<file path="src/rtl/uart_pkg.sv">
// Shared UART definitions: frame FSM states, data width, idle line level and parity helper.
// Used by both the transmitter and the receiver.
package uart_pkg;

    localparam int   UART_DATA_BITS  = 8;
    localparam logic UART_IDLE_LEVEL = 1'b1;

    typedef enum logic [2:0] {
        IDLE   = 3'd0,
        START  = 3'd1,
        DATA   = 3'd2,
        PARITY = 3'd3,
        STOP   = 3'd4
    } uart_state_e;

    // Even parity: the parity bit makes the total count of ones even.
    function automatic logic uart_even_parity(input logic [UART_DATA_BITS-1:0] d);
        return ^d;
    endfunction

endpackage

</file>
<file path="src/rtl/uart_baud_gen.sv">
// Baud counter: counts 0..CLKS_PER_BIT-1 while enabled, flags the last cycle of each bit.
// clear_i restarts the count at the beginning of a frame.
module uart_baud_gen #(
    parameter int CLKS_PER_BIT = 1
) (
    input  logic clk,
    input  logic rst,
    input  logic clear_i,
    input  logic en_i,
    output logic bit_end_o
);

    localparam int CNT_W = (CLKS_PER_BIT > 1) ? $clog2(CLKS_PER_BIT) : 1;
    localparam logic [CNT_W-1:0] CNT_LAST = CNT_W'(CLKS_PER_BIT - 1);

    logic [CNT_W-1:0] cnt_q;
    logic [CNT_W-1:0] cnt_d;

    assign bit_end_o = (cnt_q == CNT_LAST);

    always_comb begin
        cnt_d = cnt_q;
        if (clear_i) begin
            cnt_d = '0;
        end else if (en_i) begin
            cnt_d = bit_end_o ? '0 : cnt_q + 1'b1;
        end
    end

    always_ff @(posedge clk or posedge rst) begin
        if (rst) begin
            cnt_q <= '0;
        end else begin
            cnt_q <= cnt_d;
        end
    end

endmodule

</file>
<file path="src/rtl/transmitter.sv">
// UART transmitter: start, 8 data bits LSB first, optional even parity, stop; valid/ready input.
// Parity bit is present only when UART_TX_PARITY_EN is defined.
module transmitter
    import uart_pkg::*;
#(
    parameter int CLKS_PER_BIT = 1
) (
    input  logic                      clk,
    input  logic                      rst,
    input  logic [UART_DATA_BITS-1:0] data_in,
    input  logic                      tx_valid,
    output logic                      tx_ready,
    output logic                      serial_out,
    output logic                      busy,
    output uart_state_e               state_dbg
);

    // Handshake: a byte is taken when tx_valid && tx_ready at a rising edge;
    // tx_ready never depends on tx_valid, and valid while not ready is ignored.
    uart_state_e               state_q;
    logic [UART_DATA_BITS-1:0] shift_q;
    logic [2:0]                bit_cnt_q;
    logic                      serial_q;
`ifdef UART_TX_PARITY_EN
    logic                      parity_q;
`endif

    logic bit_end;
    logic accept;

    assign tx_ready   = (state_q == IDLE) || ((state_q == STOP) && bit_end);
    assign accept     = tx_valid && tx_ready;
    assign busy       = (state_q != IDLE);
    assign serial_out = serial_q;
    assign state_dbg  = state_q;

    uart_baud_gen #(
        .CLKS_PER_BIT(CLKS_PER_BIT)
    ) u_baud (
        .clk      (clk),
        .rst      (rst),
        .clear_i  (accept),
        .en_i     (busy),
        .bit_end_o(bit_end)
    );

    always_ff @(posedge clk or posedge rst) begin
        if (rst) begin
            state_q   <= IDLE;
            shift_q   <= '0;
            bit_cnt_q <= '0;
            serial_q  <= UART_IDLE_LEVEL;
`ifdef UART_TX_PARITY_EN
            parity_q  <= 1'b0;
`endif
        end else begin
            case (state_q)
                IDLE: begin
                    serial_q <= UART_IDLE_LEVEL;
                    if (accept) begin
                        state_q   <= START;
                        shift_q   <= data_in;
                        bit_cnt_q <= '0;
                        serial_q  <= 1'b0;
`ifdef UART_TX_PARITY_EN
                        parity_q  <= uart_even_parity(data_in);
`endif
                    end
                end
                START: begin
                    if (bit_end) begin
                        state_q  <= DATA;
                        serial_q <= shift_q[0];
                    end
                end
                DATA: begin
                    if (bit_end) begin
                        if (bit_cnt_q == 3'd7) begin
`ifdef UART_TX_PARITY_EN
                            state_q  <= PARITY;
                            serial_q <= parity_q;
`else
                            state_q  <= STOP;
                            serial_q <= 1'b1;
`endif
                        end else begin
                            // serial_q follows the bit that becomes shift_q[0] after this shift.
                            shift_q   <= shift_q >> 1;
                            bit_cnt_q <= bit_cnt_q + 3'd1;
                            serial_q  <= shift_q[1];
                        end
                    end
                end
                PARITY: begin
                    if (bit_end) begin
                        state_q  <= STOP;
                        serial_q <= 1'b1;
                    end
                end
                STOP: begin
                    if (bit_end) begin
                        if (accept) begin
                            state_q   <= START;
                            shift_q   <= data_in;
                            bit_cnt_q <= '0;
                            serial_q  <= 1'b0;
`ifdef UART_TX_PARITY_EN
                            parity_q  <= uart_even_parity(data_in);
`endif
                        end else begin
                            state_q  <= IDLE;
                            serial_q <= UART_IDLE_LEVEL;
                        end
                    end
                end
                default: begin
                    state_q  <= IDLE;
                    serial_q <= UART_IDLE_LEVEL;
                end
            endcase
        end
    end

endmodule
</file>
<file path="config.mk">
export PLATFORM = sky130hd
export DESIGN_NAME = transmitter
export DESIGN_NICKNAME = d
export VERILOG_FILES = /design/src/rtl/uart_pkg.sv /design/src/rtl/uart_baud_gen.sv /design/src/rtl/transmitter.sv
export SDC_FILE = /design/constraint.sdc
export NUM_CORES = 1
export LEC_CHECK = 0
export ABC_CLOCK_PERIOD_IN_PS = 2650
export CAP_MARGIN = 20
export CORE_MARGIN = 2
export CORE_UTILIZATION = 47
export DETAILED_ROUTE_END_ITERATION = 8
export GPL_TIMING_DRIVEN = 0
export PLACE_DENSITY = 0.81
export SLEW_MARGIN = 20
export SYNTH_ARGS = -nofsm -noshare
export SYNTH_HDL_FRONTEND = slang
export SYNTH_SLANG_ARGS = --single-unit
</file>
<file path="constraint.sdc">
create_clock -name clk -period 2.65 [get_ports clk]
set_input_delay 0.3975 -clock clk [delete_from_list [all_inputs] [get_ports clk]]
set_output_delay 0.3975 -clock clk [all_outputs]
set_load 0.005 [all_outputs]
</file>
==> summary.txt <==
# diodes: 0
maxcap violations: 0
total die area: 1915 um^2
routed vias/inst: 5.000
final clock skew: 0.002793 ns
routed vias: 475
ys async rst share: 100.0%
share of power burned in registers: 38.9%
Post-layout nets: 93
Yosys warning count: 0
Clock power frac: 11.7%
Psw: 0.0003420 W
main combinational cell family by area after synthesis: multiplexers
Root Buffer: clkbuf_4
Post-Synth Adder-Cell Area: 3.367%
CP startpoint kind: flip-flop
CP Max Fanout: 8
dpl hpwl: 934.4 um
CTS tree: built
Synth Area in Compound Gates: 5.892%
first-pass GRT wire length: 2249 um
total track usage: 16.61%
Fmax: 494.0 MHz
fillcell total: 129
Final Cell Area: 949.7 um^2
largest cells by area after synthesis: dfrtp_1, mux2_2, mux2i_1, dfstp_2, o2bb2ai_1
largest area contributor in the netlist: dfrtp_1
net count after synthesis: 72
final wirelength: 1200 um
pin count of the biggest net entering global routing: 16
DIE WIDTH: 43.77 um
Post CTS Setup Buffer Count: 0
DRT antenna net count: 0
Clk Latency, worst-skew pair: 0.28 ns
Yosys reg bits: 15
Post-Synth XOR/XNOR Area: 0%
Logic pwr share: 49.4%
FP Rows: 14
mux share of post-synthesis cell area: 24.92%
Worst setup EP type: primary output
setup violators final: 0
share of layout cells above drive strength 1: 25.32%
Cell variety after synth: 19
Wirelength per Cell: 12.63 um
P_int: 0.0007271 W
leak pwr: 0.4221 nW
die span in y: 43.77 um
sw frac: 31.99%
Cell Area, Placed: 923.4 um^2
final setup TNS: 0 ns
I/O pin cnt: 17
synth cell count leaders: dfrtp_1, mux2_2, inv_1, mux2i_1, nor2_1
measured slew at the worst slew-check pin: 0.5950 ns
total grt overflow: 0
vias in the first global route: 522
Post-synth EDFFs: 0
CTS Sinks: 15
Initial Utilization: 49.92%
Hold Vio Cnt, Final: 0
Netlist Area Pre-Place: 743.2 um^2
RSZ-0062 raised after global routing: no
WP data required: 2.25 ns
PwrDens: 1126 nW/um^2
initial antenna violation count: 0
CTS resizes: 0
footprint of the multi-input gates: 331.6 um^2
Hold Buf Count CTS: 0
cell with the most instances after synthesis: dfrtp_1
Worst Setup Path Type: flip-flop to primary output
core area: 1489 um^2
Hold/Removal Path Class: input port to asynchronous set/reset pin
Iter 0 DRT Violations: 3
H-Tree Depth: 1
Final period util: 76.38%
max-slew violation count: 0
Synth Area in Simple Gates: 10.44%
cell count after synthesis: 59
P&R area growth vs syn: 27.78%
Top FF cell, synth: dfrtp_1
GPL Wtd Cong: 0.7234
Inserted Clock Buffers: 3
outcome: complete, no violations
Bufs on Longest Clock Path: 2
clock slew at reported path FFs: 0.08 ns
Seq/Total Area, Yosys: 50.67%
Max IR drop VDD: 628.5 uV
arrival time at the worst endpoint: 1.63 ns
Port Buffers: 16
relative slew slack: 60.16%
Pre-antenna DRT Iters: 2
Sequential Area: 376.6 um^2
Core Util, Final: 63.78%
Power, Total: 0.001069 W
area share of the largest cell type after synthesis: 47.14%
DRC violations left: 0
synthesized area per cell: 12.60 um^2
fin crit period: 2.024 ns
==> layer usage <==
metal  share of wire (%)  GRT usage (%)
met2                  50          25.59
met1                  45          19.95
met4                   0          7.273
met5                   0              0
met3                 4.8          7.500
==> sequential cells by signal, summed over array words and instances (netlist names) <==
register	count
bit_cnt_q	3
serial_out	1
state_dbg	3
shift_q	8
==> stage by stage <==
step,worst slack [ns],cells,hold WS (ns)
2_1_floorplan,0.7644,59,0.2983
5_1_grt,0.5518,95,0.5228
6_report,0.6258,95,0.4541
4_1_cts,0.6062,95,0.4754
3_5_place_dp,0.6440,91,0.4973
3_3_place_gp,0.6691,91,0.4804
==> final cells by class <==
cell class	instances	area share [%]
Tap cell	16	2.108
Clock buffer	4	2.767
Timing Repair Buffer	16	16.86
Multi-Input combinational cell	37	34.91
Inverter	5	1.976
Sequential cell	15	39.66
Buffer	2	1.713
==> layout by cell type (no fill, tap or decap), drive strengths merged, types with 2 or more instances in the layout <==
cell	Yosys	final
dfrtp	14	14
mux2i	5	5
inv	5	5
clkbuf	0	4
nor2	5	5
o2bb2ai	3	3
mux2	12	12
buf	2	2
ha	2	2
clkdlybuf4s50	0	16
nand2b	2	2
==> kinds of logic (layout without fill, tap and decap cells) <==
group	Yosys count	count (layout)
adder cells (fa/ha/maj)	2	2
AND/OR/NAND/NOR	13	13
AO/OA/AOI/OAI	5	5
flip-flops	15	15
buffers and inverters	7	27
multiplexers	17	17
==> power groups by stage <==
stage,clock network [W],registers (W),logic [W]
after CTS,0.000130,0.000418,0.000537
after global placement,0,0.000416,0.000523
after floorplan,0,0.000404,0.000378
after detailed placement,0,0.000424,0.000534
final,0.000125,0.000416,0.000528
after global routing,0.000146,0.000433,0.000583
==> path summary, 6_finish.rpt <==
check | start | endpoint | slack [ns] | depth (start not counted)
max in group asynchronous | rst | serial_out$_DFF_PP1_ | 1.83 | 2
setup reg to reg | bit_cnt_q[0]$_DFFE_PP0P_ | shift_q[2]$_DFFE_PP0P_ | 0.65 | 6
min in group clk | bit_cnt_q[0]$_DFFE_PP0P_ | bit_cnt_q[0]$_DFFE_PP0P_ | 0.51 | 1
setup / recovery | state_dbg[0]$_DFFE_PP0P_ | busy | 0.63 | 3
hold reg to reg | bit_cnt_q[0]$_DFFE_PP0P_ | bit_cnt_q[0]$_DFFE_PP0P_ | 0.51 | 1
hold / removal | rst | shift_q[4]$_DFFE_PP0P_ | 0.45 | 2
==> critical path: stages, from the launching register on <==
cell             delay (ns)
dfrtp_1                0.38
buf_2                  0.17
or3_1                  0.35
clkdlybuf4s50_1        0.44
No activity file was read; power rests on OpenSTA's default activity.
